`src/rtl/atomic_counter_reader.sv`:
```
// Initiator for the atomic 64-bit counter read protocol. One atomic request
// returns the low half and makes the responder latch the high half. The
// non-atomic request that immediately follows returns that latched high half.
// The coherent result is presented together with the delta from the previous
// good sample. Optional auto-sampling issues a read every SAMPLE_PERIOD idle
// cycles.
module atomic_counter_reader #(
    parameter int unsigned SAMPLE_PERIOD = 0,
    parameter int unsigned PERIOD_W      = 16
) (
    input  logic        clk,
    input  logic        reset,
    input  logic        rd_start_i,
    output logic        req_o,
    output logic        atomic_o,
    input  logic        ack_i,
    input  logic [31:0] count_i,
    output logic        busy_o,
    output logic        valid_o,
    output logic        err_o,
    output logic [63:0] value_o,
    output logic [63:0] delta_o
);

    typedef enum logic [1:0] {
        IDLE = 2'd0,
        LO   = 2'd1,
        HI   = 2'd2,
        CAP  = 2'd3
    } state_t;

    // Period counter value on which the auto-sample tick fires.
    localparam logic [PERIOD_W-1:0] LAST_TICK =
        PERIOD_W'((SAMPLE_PERIOD == 0) ? 0 : SAMPLE_PERIOD - 1);

    state_t              state_q, state_d;
    logic [31:0]         lo_q, lo_d;
    logic                fail_q, fail_d;
    logic [63:0]         prev_q, prev_d;
    logic [63:0]         value_q, value_d;
    logic [63:0]         delta_q, delta_d;
    logic [PERIOD_W-1:0] period_q, period_d;
    logic                tick_q, tick_d;
    logic                req_q, req_d;
    logic                atomic_q, atomic_d;
    logic                busy_q, busy_d;
    logic                valid_q, valid_d;
    logic                err_q, err_d;
    logic                start;
    logic [63:0]         sample;

    // Next-state, capture, auto-sample and registered-output decode.
    always_comb begin
        // NOTE: every signal gets a default before the case so no path leaves one unassigned (no latches).
        state_d  = state_q;
        lo_d     = lo_q;
        fail_d   = fail_q;
        prev_d   = prev_q;
        value_d  = value_q;
        delta_d  = delta_q;
        period_d = period_q;
        tick_d   = 1'b0;
        valid_d  = 1'b0;
        err_d    = 1'b0;
        start    = rd_start_i | tick_q;
        sample   = {count_i, lo_q};

        case (state_q)
            IDLE: begin
                if (start) begin
                    state_d = LO;
                    fail_d  = 1'b0;
                end
            end
            LO: begin
                // HI must follow LO back-to-back or the responder drops its latched upper half.
                state_d = HI;
            end
            HI: begin
                if (ack_i) lo_d = count_i;
                else       fail_d = 1'b1;
                state_d = CAP;
            end
            CAP: begin
                state_d = IDLE;
                if (fail_q || !ack_i) begin
                    err_d = 1'b1;
                end else begin
                    valid_d = 1'b1;
                    value_d = sample;
                    delta_d = sample - prev_q;
                    prev_d  = sample;
                end
            end
            default: state_d = IDLE;
        endcase

        // Period counter runs only while idle with no start pending.
        if (SAMPLE_PERIOD == 0 || state_q != IDLE || start) begin
            period_d = '0;
        end else if (period_q == LAST_TICK) begin
            period_d = '0;
            tick_d   = 1'b1;
        end else begin
            period_d = period_q + PERIOD_W'(1);
        end

        req_d    = (state_d == LO) || (state_d == HI);
        atomic_d = (state_d == LO);
        busy_d   = (state_d != IDLE);
    end

    // State and output registers with synchronous reset.
    always_ff @(posedge clk) begin
        if (reset) begin
            state_q  <= IDLE;
            lo_q     <= '0;
            fail_q   <= 1'b0;
            prev_q   <= '0;
            value_q  <= '0;
            delta_q  <= '0;
            period_q <= '0;
            tick_q   <= 1'b0;
            req_q    <= 1'b0;
            atomic_q <= 1'b0;
            busy_q   <= 1'b0;
            valid_q  <= 1'b0;
            err_q    <= 1'b0;
        end else begin
            // NOTE: non-blocking assignments so every register samples pre-edge values.
            state_q  <= state_d;
            lo_q     <= lo_d;
            fail_q   <= fail_d;
            prev_q   <= prev_d;
            value_q  <= value_d;
            delta_q  <= delta_d;
            period_q <= period_d;
            tick_q   <= tick_d;
            req_q    <= req_d;
            atomic_q <= atomic_d;
            busy_q   <= busy_d;
            valid_q  <= valid_d;
            err_q    <= err_d;
        end
    end

    assign req_o    = req_q;
    assign atomic_o = atomic_q;
    assign busy_o   = busy_q;
    assign valid_o  = valid_q;
    assign err_o    = err_q;
    assign value_o  = value_q;
    assign delta_o  = delta_q;

endmodule

```
`config.mk`:
```
export PLATFORM = sky130hd
export DESIGN_NAME = atomic_counter_reader
export DESIGN_NICKNAME = d
export VERILOG_FILES = /design/src/rtl/atomic_counter_reader.sv
export SDC_FILE = /design/constraint.sdc
export NUM_CORES = 1
export LEC_CHECK = 0
export CAP_MARGIN = 10
export CORE_ASPECT_RATIO = 1.75
export CORE_MARGIN = 1
export CORE_UTILIZATION = 40
export DETAILED_ROUTE_END_ITERATION = 8
export PLACE_DENSITY_LB_ADDON = 0.1
export RECOVER_POWER = 100
export REMOVE_ABC_BUFFERS = 1
export SYNTH_ARGS = -nofsm -noshare
export SYNTH_HDL_FRONTEND = slang
export SYNTH_SLANG_ARGS = --single-unit
```
`constraint.sdc`:
```
create_clock -name clk -period 6.9 [get_ports clk]
set_input_delay 1.035 -clock clk [delete_from_list [all_inputs] [get_ports clk]]
set_output_delay 1.035 -clock clk [all_outputs]
set_load 0.02 [all_outputs]
```
==> out/results.env, run 1 <==
CTSHTREEMAXLEVEL=4
DRT_FIRST_ITER_VIOLATIONS=447
STATIC-LEAKAGE-POWER_nW=4.82
TIMING.CRITICAL_PATH.CELLS='inv_1, ha_1, fa_1, or2b_1, a21oi_1, o31ai_1, a2111oi_0, o22ai_1, o41ai_1, a31oi_1, o21ai_0, nor2_1, nand3b_1, a21oi_1'
CLOCK_LATENCY_NS=0.45
CHIPWIDTH_UM=119
GLOBALPLACE.CONGESTION=0.895
TIMING.SETUP.TNS_NS=0
SYN_AVG_CELL_AREA_UM2=7.32
FMAXACHIEVABLE_MHz=217
DRV_SLEW=180
DETAILEDPLACEMENTHPWL_UM=21600
YS_SEQ_ELEMENTS=168
FINAL_PERIOD_MINUS_WORST_SETUP_SLACK_NS=4.61
CRITICAL_PATH_BUF_INV_COUNT=1
ROW_COUNT=74
CRIT_SLOWEST_CELL='a2111oi_0'
CORE-AREA_UM2=23500
FINALNETCOUNT=1539
YOSYS_WARNINGS=0
CRITICAL_PATH.STARTPOINT_TYPE='flop'
POST_CTS.REPAIR.SETUP_BUFFERS=0
NET_SW_POWER_mW=1.23
SYNTH-SEQ-AREA-SHARE_PCT=35.0
SYNTH_FF_TYPE='dfxtp_1'
CTSHOLDBUFFERS=0
NETLIST_AREA_UM2=9620
IO_BUFFERS=168
DRT-VIAS-PER-INSTANCE=5.26
CTS_INSERTED_BUFFERS=17
COMBINED_GLOBAL_ROUTE_UTILIZATION_OF_ALL_METAL_LAYERS_PCT=23.5
WORST_SLEW_PIN_SLEW_NS=2.82
SWITCHING_SHARE_PCT=37.3
SETUP.WORST_PATH.END_CLASS='flop'
SEQ_POWER_SHARE_PCT=32.5
CRITICAL_PATH.TOP_DELAY_FAMILY='compound AO/OA/AOI/OAI gates'
OVERFLOW=0
MIN-DELAY-START='delta_o[5]'
ROUTE.DETAILED.DRC=0
FAILED_CHECKS='max-capacitance violations, max-slew violations'
FLOORPLAN.INITIALDENSITY_PCT=40.9
ROUTE.VIAS.TOTAL=9200
HOLD_PATH_CLASS='reg2reg'
CRITPATHMAXFANOUT=4
FIN_AREA_UM2=12000
CTS_TREE='built'
DETAIL_ROUTE.WL_PER_CELL_UM=16.4
P_CLK_SHARE_PCT=28.1
NUM_ANTENNA_CELLS=0
ROUTED_WIRELENGTH_UM=28700
CRITICAL-PATH-MAX-STAGE-DELAY_NS=0.89
DRT_PRE_ANTENNA_ITERS=5
CTS.CLK_SLEW.WORST_PATHS_NS=0.06
DRTANTENNAVIOLNETS=0
GRT_SETUP_UNREPAIRED='false'
CTS_BUFFER_DEPTH=2
MAX-SLEW-MARGIN-REL_PCT=-88.0
FINALSETUPVIOLCOUNT=0
OUTCOME='finished, violations left'
POWERDENSITY_nW_PER_UM2=276
MAX_CAP_VIOL_COUNT=3
COMB_POWER_SHARE_PCT=39.4
CPMOSTUSEDCELL='a21oi_1'
GRT_ANTENNA_BEFORE_REPAIR=0
WORSTSETUPSTARTPOINT='lo_q[0]'
CELL_INTERNAL_PWR_mW=2.07
VIAS_IN_THE_FIRST_GLOBAL_ROUTE=8920
FILL_CELLS=2427
PATH_TYPE_OF_THE_WORST_SETUP_PATH='reg2reg'
LAYOUT-DRIVE-GT1-SHARE_PCT=3.04
FIN_CRIT_SH_PCT=66.8
ASYNC_RESET_FF_SHARE_PCT=0
AREA_GROWTH_PCT=24.3
GRT_PASS1_WL_UM=45700
POST_DP_CELL_AREA_UM2=11400
CTS_RESIZED=0
CRITICAL_PATH_REQUIRED_NS=7.26
RR_STARTPOINT='lo_q[0]'
WORST_IR_DROP_VDD_uV=214
CLOCK-ROOT-BUFFER='clkbuf_16'
FINAL-HOLD-VIOLATION-COUNT=0
SYNTH-EDFF-COUNT=0
POST_SYNTH_INST_COUNT=1314
DIE-HEIGHT_UM=207
PIN_COUNT=169
ARRIVAL_NS=4.97
GRT_MAX_DEGREE=80
POST_SYNTH_NUM_CELL_TYPES=62
FINAL.SETUP_SKEW_NS=0.0127
CTS_SINKS=168
DIEAREA_UM2=24700
==> sequential cells by signal (all words and copies together) (netlist names) <==
register  count
atomic_o      1
valid_o       1
req_o         1
delta_o      64
fail_q        1
state_q       2
value_o      64
busy_o        1
err_o         1
lo_q         32
==> per-stage QoR <==
step                      power [mW]  hold slack, ns  std cells  util, %  setup slack, ns
after detailed placement        2.44           0.443       1718     48.7             2.39
after floorplan                 2.02           0.439       1240        -             2.81
after CTS                       3.38           0.452       1750     51.1             2.89
final                           3.31           0.446       1750     50.9             2.29
after global placement          2.43           0.436       1718     48.7             2.47
after global routing            3.51           0.465       1750     50.9             1.86
==> worst paths after layout <==
check / to / slack, ns / cells after the start
worst max register to register: delta_o[48] / 2.29 / 14
worst min-delay path: delta_o[5] / 0.45 / 2
worst max-delay path: delta_o[48] / 2.29 / 14
worst min register to register: delta_o[5] / 0.45 / 2
==> synth_stat cells, types with 4 or more instances <==
cell type,count,area share [%]
nand2b_1,6,0.39
o21a_1,7,0.55
nand2_1,345,13
dfxtp_1,168,35
o21bai_1,12,0.94
and2_1,4,0.26
nor2b_1,12,0.78
or4_1,4,0.31
xor2_1,21,1.9
nor2_1,58,2.3
a21o_1,33,2.6
a31oi_1,9,0.59
o211ai_1,5,0.39
nand4_1,12,0.78
o31ai_1,9,0.70
xnor2_1,36,3.3
ha_1,69,9.0
inv_1,79,3.1
o21ai_0,35,1.8
nor3_1,11,0.57
nand3b_1,6,0.47
a21oi_1,227,12
clkbuf_1,68,2.7
a211oi_1,7,0.55
nand3_1,15,0.78
==> layout make-up <==
| class | instances | area [µm²] | area share, % |
|---|---|---|---|
| Timing Repair Buffer | 174 | 1720 | 14.3 |
| Clock inverter | 10 | 96.3 | 0.805 |
| Multi-Input combinational cell | 993 | 5640 | 47.1 |
| Sequential cell | 168 | 3360 | 28.1 |
| Tap cell | 304 | 380 | 3.18 |
| Inverter | 79 | 297 | 2.48 |
| Clock buffer | 22 | 474 | 3.96 |
==> placed cells by master, fill, tap and decap left out, drive strengths merged, types with 13 or more instances in the layout <==
cell	count
ha	69
nand4	13
nor2	58
a21o	33
xnor2	36
o21ai	38
dlygate4sd3	134
dfxtp	168
inv	79
clkdlybuf4s50	33
clkbuf	24
nand2	345
xor2	21
nand3	15
a21oi	229
==> cells by family after synthesis <==
logic type / share of synthesized area, %
adder cells (fa/ha/maj): 9.18
XOR/XNOR: 5.19
AND/OR/NAND/NOR: 21.5
AO/OA/AOI/OAI: 23.0
multiplexers: 0.104
flip-flops: 35.0
buffers and inverters: 6.12
==> per-layer routing <==
metal | global-route usage [%] | routed length [µm] | vias to the layer above | share of wire (%)
li1 | - | - | 4664 | -
met1 | 25.6 | 11500 | 4255 | 40
met2 | 43.3 | 15200 | 227 | 53
met3 | 3.80 | 984 | 54 | 3.4
met4 | 11.7 | 1130 | 0 | 3.9
met5 | 0 | 0 | - | 0
==> power groups by stage <==
stage,Combinational (mW),Sequential (mW),Clock (mW)
2_1_floorplan,0.886,1.14,0
4_1_cts,1.34,1.08,0.955
6_report,1.30,1.08,0.929
3_3_place_gp,1.34,1.10,0
5_1_grt,1.43,1.08,0.989
3_5_place_dp,1.34,1.10,0
==> worst register-to-register path, stage by stage (launching register included) <==
cell	delay [ns]
dfxtp_1	0.34
inv_1	0.05
ha_1	0.21
fa_1	0.38
or2b_1	0.27
a21oi_1	0.27
o31ai_1	0.16
a2111oi_0	0.89
o22ai_1	0.38
o41ai_1	0.56
a31oi_1	0.30
o21ai_0	0.31
nor2_1	0.06
nand3b_1	0.16
a21oi_1	0.18
No activity file was read; power rests on OpenSTA's default activity.
==> inputs of run 2 (changes only) <==
==> constraint.sdc (replaced) <==
create_clock -name clk -period 4.44 [get_ports clk]
set_input_delay 0.666 -clock clk [delete_from_list [all_inputs] [get_ports clk]]
set_output_delay 0.666 -clock clk [all_outputs]
set_load 0.02 [all_outputs]
==> out/results.env, run 2 (synthesized netlist as in run 1, its figures left out) <==
DRV_SLEW=66  # -63%
GLOBALPLACE.CONGESTION=0.900  # +0.56%
PATH_TYPE_OF_THE_WORST_SETUP_PATH='in2reg'
NUM_ANTENNA_CELLS=0  # unchanged
WORST_SLEW_PIN_SLEW_NS=2.85  # +0.0264 ns
CRITPATHMAXFANOUT=6  # +2
CHIPWIDTH_UM=119  # unchanged
DIEAREA_UM2=24700  # unchanged
ROUTED_WIRELENGTH_UM=29100  # +1.3%
IO_BUFFERS=168  # unchanged
COMB_POWER_SHARE_PCT=40.3  # +0.9 points
FINALNETCOUNT=1545  # +0.39%
GRT_PASS1_WL_UM=46700  # +2.1%
DRT-VIAS-PER-INSTANCE=5.23  # -0.55%
CTS_SINKS=168  # unchanged
CTS_RESIZED=0  # unchanged
CTS.CLK_SLEW.WORST_PATHS_NS=0.06  # about the same
VIAS_IN_THE_FIRST_GLOBAL_ROUTE=8956  # +0.40%
POST_DP_CELL_AREA_UM2=11500  # +0.72%
FIN_AREA_UM2=12000  # +0.58%
COMBINED_GLOBAL_ROUTE_UTILIZATION_OF_ALL_METAL_LAYERS_PCT=24.0  # +0.49 points
DIE-HEIGHT_UM=207  # unchanged
P_CLK_SHARE_PCT=27.2  # -0.9 points
WORST_IR_DROP_VDD_uV=274  # +28%
DETAILEDPLACEMENTHPWL_UM=21900  # +1.4%
CTSHTREEMAXLEVEL=4  # unchanged
FAILED_CHECKS='max-capacitance violations, max-slew violations'
FLOORPLAN.INITIALDENSITY_PCT=40.9  # unchanged
ROW_COUNT=74  # unchanged
OUTCOME='finished, violations left'
GRT_SETUP_UNREPAIRED='false'
ARRIVAL_NS=4.14  # -0.83 ns
ROUTE.VIAS.TOTAL=9181  # -0.21%
GRT_ANTENNA_BEFORE_REPAIR=0  # unchanged
TOTALPOWERFINAL_mW=5.15  # +56%
LAYOUT-DRIVE-GT1-SHARE_PCT=3.37  # +0.33 points
FINAL.SETUP_SKEW_NS=0.00716  # -0.00556 ns
TIMING.CRITICAL_PATH.CELLS='dlygate4sd3_1, ha_1, and2_0, nand3_1, or4_1, o221ai_1, a21oi_1, o31ai_1, clkbuf_1, a21oi_1, o21ai_0, o311ai_0'
ROUTE.DETAILED.DRC=0  # unchanged
DETAIL_ROUTE.WL_PER_CELL_UM=16.6  # +0.93%
CTS_INSERTED_BUFFERS=17  # unchanged
DRT_PRE_ANTENNA_ITERS=5  # unchanged
CLOCK_LATENCY_NS=0.44  # about the same
FINAL_PERIOD_MINUS_WORST_SETUP_SLACK_NS=3.95
POST-PLACE-WS_NS=0.372  # -2.02 ns
STATIC-LEAKAGE-POWER_nW=4.86  # +0.86%
POST_CTS.REPAIR.SETUP_BUFFERS=0  # unchanged
NET_SW_POWER_mW=1.92  # +56%
CPMOSTUSEDCELL='a21oi_1'
DRT_FIRST_ITER_VIOLATIONS=448  # +0.22%
CTSHOLDBUFFERS=0  # unchanged
CELL_INTERNAL_PWR_mW=3.23  # +56%
CRITICAL_PATH_REQUIRED_NS=4.63  # -2.63 ns
CORE-AREA_UM2=23500  # unchanged
TIMING.SETUP.TNS_NS=0  # unchanged
MAX_CAP_VIOL_COUNT=1  # -2
FINALSETUPVIOLCOUNT=0  # unchanged
SEQ_POWER_SHARE_PCT=32.5  # about the same
LAYOUT_COMMONEST_CELL='nand2_1'
FMAXACHIEVABLE_MHz=253
HIGHEST_COUNT_CELLS_IN_THE_LAYOUT_IGNORING_FILL_AND_TAPS='nand2_1 (344), a21oi_1 (228), dfxtp_1 (168), dlygate4sd3_1 (134), inv_1 (79)'
MAX-SLEW-MARGIN-REL_PCT=-89.8  # -1.8 points
PIN_COUNT=169  # unchanged
FINAL-HOLD-VIOLATION-COUNT=0  # unchanged
CTS_BUFFER_DEPTH=2  # unchanged
CRIT_SLOWEST_CELL='dlygate4sd3_1'
CRITICAL_PATH.STARTPOINT_TYPE='input pin'
DRTANTENNAVIOLNETS=0  # unchanged
SETUP_SLACK_NS=0.491  # -1.80 ns
CLOCK-ROOT-BUFFER='clkbuf_16'
CRITICAL_PATH_BUF_INV_COUNT=2  # +1
OVERFLOW=0  # unchanged
CRITICAL_PATH.TOP_DELAY_FAMILY='compound AO/OA/AOI/OAI gates'
AREA_GROWTH_PCT=25.1
CTS_TREE='built'
CRITICAL-PATH-MAX-STAGE-DELAY_NS=0.60  # -0.29 ns
FIN_CRIT_SH_PCT=89.0
SWITCHING_SHARE_PCT=37.2  # about the same
HOLD_PATH_CLASS='reg2reg'
SETUP.WORST_PATH.END_CLASS='flop'
POWERDENSITY_nW_PER_UM2=428  # +55%
GRT_MAX_DEGREE=69  # -14%
[run 2: layout make-up]
class	instances	area, µm²
Inverter	79	297
Tap cell	304	380
Timing Repair Buffer	180	1780
Clock inverter	8	72.6
Fill cell	2407	11500
Clock buffer	24	472
Multi-Input combinational cell	993	5670
Sequential cell	168	3360
[run 2: metrics by stage]
step                      cells  utilization [%]  hold slack (ns)
final                      1756             51.2            0.447
after floorplan            1240                -            0.439
after global routing       1756             51.2            0.467
after CTS                  1756             51.3            0.452
after global placement     1724             49.0            0.439
after detailed placement   1724             49.0            0.444
[run 2: power groups by stage]
stage	combinational [mW]	clock (mW)	sequential [mW]
floorplan	1.38	0	1.77
global placement	2.10	0	1.71
detailed placement	2.10	0	1.71
CTS	2.12	1.44	1.68
global route	2.28	1.51	1.69
finish	2.08	1.40	1.67
[run 2: final timing paths]
path / slack (ns) / to / startpoint / cells past startpoint
worst min register to register: 0.45 / delta_o[15] / delta_o[15] / 2
worst min-delay path: 0.45 / delta_o[15] / delta_o[15] / 2
worst max register to register: 0.50 / delta_o[48] / lo_q[0] / 14
worst max-delay path: 0.49 / delta_o[63] / count_i[4] / 12
[run 2: metal layers]
metal | up-vias | track usage, % | routed length (µm)
met5 | - | 0 | 0
met4 | 0 | 10.4 | 918
met3 | 44 | 3.55 | 830
met2 | 213 | 44.5 | 15700
met1 | 4250 | 26.7 | 11700
li1 | 4674 | - | -
[run 2: tightest hold or removal path: stages, from the launching register on]
cell,delay [ns]
dfxtp_1,0.31
nand2_1,0.05
a21oi_1,0.05
==> inputs of run 3 (changes only) <==
==> constraint.sdc (replaced) <==
create_clock -name clk -period 4.9 [get_ports clk]
set_input_delay 0.735 -clock clk [delete_from_list [all_inputs] [get_ports clk]]
set_output_delay 0.735 -clock clk [all_outputs]
set_load 0.02 [all_outputs]
==> out/results.env, run 3 (synthesized netlist as in run 1, its figures left out) <==
OUTCOME='finished, violations left'
FAILED_CHECKS='max-capacitance violations, max-slew violations'
FLOORPLAN.INITIALDENSITY_PCT=40.9  # unchanged
CRITPATHMAXFANOUT=4  # -2
DIE-HEIGHT_UM=207  # unchanged
TOTALPOWERFINAL_mW=4.74  # -8.0%
CRITICAL_PATH.STARTPOINT_TYPE='flop'
DRV_SLEW=82  # +24%
CTS_SINKS=168  # unchanged
GRT_SETUP_UNREPAIRED='false'
CORE-AREA_UM2=23500  # unchanged
DRT-VIAS-PER-INSTANCE=5.26  # +0.60%
CLOCK-ROOT-BUFFER='clkbuf_16'
CTS.CLK_SLEW.WORST_PATHS_NS=0.06  # about the same
PATH_TYPE_OF_THE_WORST_SETUP_PATH='reg2reg'
CTSHOLDBUFFERS=0  # unchanged
CRITICAL_PATH_REQUIRED_NS=5.28  # +0.65 ns
ROUTE.DETAILED.DRC=0  # unchanged
VIAS_IN_THE_FIRST_GLOBAL_ROUTE=9025  # +0.77%
FINALSETUPVIOLCOUNT=0  # unchanged
TIMING.SETUP.TNS_NS=0  # unchanged
OVERFLOW=0  # unchanged
DRTANTENNAVIOLNETS=0  # unchanged
HIGHEST_COUNT_CELLS_IN_THE_LAYOUT_IGNORING_FILL_AND_TAPS='nand2_1 (344), a21oi_1 (228), dfxtp_1 (168), dlygate4sd3_1 (134), inv_1 (79)'
POWERDENSITY_nW_PER_UM2=394  # -8.0%
PLACE.DETAILED.INSTANCES=1722  # -0.12%
CRITICAL_PATH_BUF_INV_COUNT=1  # -1
CRITICAL_PATH.TOP_DELAY_FAMILY='compound AO/OA/AOI/OAI gates'
GLOBALPLACE.CONGESTION=0.902  # +0.20%
POST_CTS.REPAIR.SETUP_BUFFERS=0  # unchanged
WORSTSETUPSTARTPOINT='lo_q[0]'
PIN_COUNT=169  # unchanged
SETUP.WORST_PATH.END_CLASS='flop'
CLOCK_LATENCY_NS=0.44  # about the same
CTS_INSERTED_BUFFERS=17  # unchanged
GRT_MAX_DEGREE=82  # +19%
DRT_FIRST_ITER_VIOLATIONS=448  # unchanged
DRT_PRE_ANTENNA_ITERS=5  # unchanged
CHIPWIDTH_UM=119  # unchanged
FINAL_PERIOD_MINUS_WORST_SETUP_SLACK_NS=4.11
ARRIVAL_NS=4.49  # +0.35 ns
RR_STARTPOINT='lo_q[0]'
FINAL.SETUP_SKEW_NS=0.00662  # -0.000538 ns
GRT_ANTENNA_BEFORE_REPAIR=0  # unchanged
FINALNETCOUNT=1543  # -0.13%
CTS_BUFFER_DEPTH=2  # unchanged
CTSHTREEMAXLEVEL=4  # unchanged
CTS_TREE='built'
FMAXACHIEVABLE_MHz=243
CRIT_SLOWEST_CELL='o31ai_1'
ROUTED_WIRELENGTH_UM=29300  # +0.59%
LAYOUT-DRIVE-GT1-SHARE_PCT=3.31  # -0.060 points
MAX_CAP_VIOL_COUNT=1  # unchanged
STATIC-LEAKAGE-POWER_nW=4.87  # +0.10%
DETAIL_ROUTE.WL_PER_CELL_UM=16.7  # +0.82%
WORST_SLEW_PIN_SLEW_NS=3.52  # +0.677 ns
FINALNONFILLERCELLS=1752  # -0.23%
HOLD_PATH_CLASS='reg2reg'
WORST_IR_DROP_VDD_uV=259  # -5.6%
FINAL-HOLD-VIOLATION-COUNT=0  # unchanged
FIN_CRIT_SH_PCT=84.0
CRITICAL-PATH-MAX-STAGE-DELAY_NS=0.46  # -0.14 ns
NUM_ANTENNA_CELLS=0  # unchanged
LAYOUT_COMMONEST_CELL='nand2_1'
AREA_GROWTH_PCT=25.1  # about the same
ROW_COUNT=74  # unchanged
ROUTE.VIAS.TOTAL=9215  # +0.37%
MAX-SLEW-MARGIN-REL_PCT=-135  # -45 points
SETUP_SLACK_NS=0.785  # +0.295 ns
GRT_PASS1_WL_UM=46900  # +0.30%
POST-PLACE-WS_NS=0.831  # +0.460 ns
TIMING.CRITICAL_PATH.CELLS='inv_1, ha_1, fa_1, or2b_1, a21oi_1, o31ai_1, a2111oi_4, a21oi_2, o31ai_1, a21boi_0, o311ai_1, a21oi_1, or4_1, nand3_1'
IO_BUFFERS=168  # unchanged
DETAILEDPLACEMENTHPWL_UM=22200  # +1.0%
COMBINED_GLOBAL_ROUTE_UTILIZATION_OF_ALL_METAL_LAYERS_PCT=24.1  # +0.068 points
DIEAREA_UM2=24700  # unchanged
CTS_RESIZED=0  # unchanged
MIN-DELAY-START='delta_o[13]'
==> run 3: cell count changes in the layout (fill, tap and decap cells not counted), sizes merged <==
cell    previous run  this run
clkbuf            29        25
bufinv             1         2
clkinv             4         3
==> run 3: routing by layer <==
metal / track usage, % / wire [µm]
met3: 3.39 / 927
met1: 26.4 / 11700
met2: 44.6 / 15600
met5: 0 / 0
met4: 11.6 / 1100
==> run 3: final timing paths <==
kind                                     to  slack, ns  cells after the start
worst max-delay path            delta_o[62]       0.79                     14
worst min-delay path            delta_o[13]       0.45                      2
worst max register to register  delta_o[62]       0.79                     14
worst min register to register  delta_o[13]       0.45                      2
==> run 3: power breakdown <==
group	leakage (nW)	switching (mW)	internal (mW)
Sequential	1.36	0.0576	1.46
Combinational	3.24	1.14	0.752
Clock	0.274	0.555	0.782
Total	4.87	1.75	2.99
==> run 3: tightest hold or removal path: stages (launching register included) <==
cell     delay (ns)
dfxtp_1        0.30
nand2_1        0.05
a21oi_1        0.05
==> run 3: final cells by class <==
cell class	count	area [µm²]
fill	2420	11500
multi-input combinational	993	5670
sequential	168	3360
timing repair buffer	178	1760
clock buffer	22	474
tap	304	380
inverter	79	297
clock inverter	8	97.6
==> run 3: through the flow <==
step                      utilization (%)  area, µm²  hold WS [ns]
after global routing                 51.2      12000         0.467
after detailed placement             48.8      11500         0.445
after global placement               48.8      11500         0.439
after CTS                            51.3      12100         0.454
final                                51.2      12000         0.447
after floorplan                         -       9330         0.439
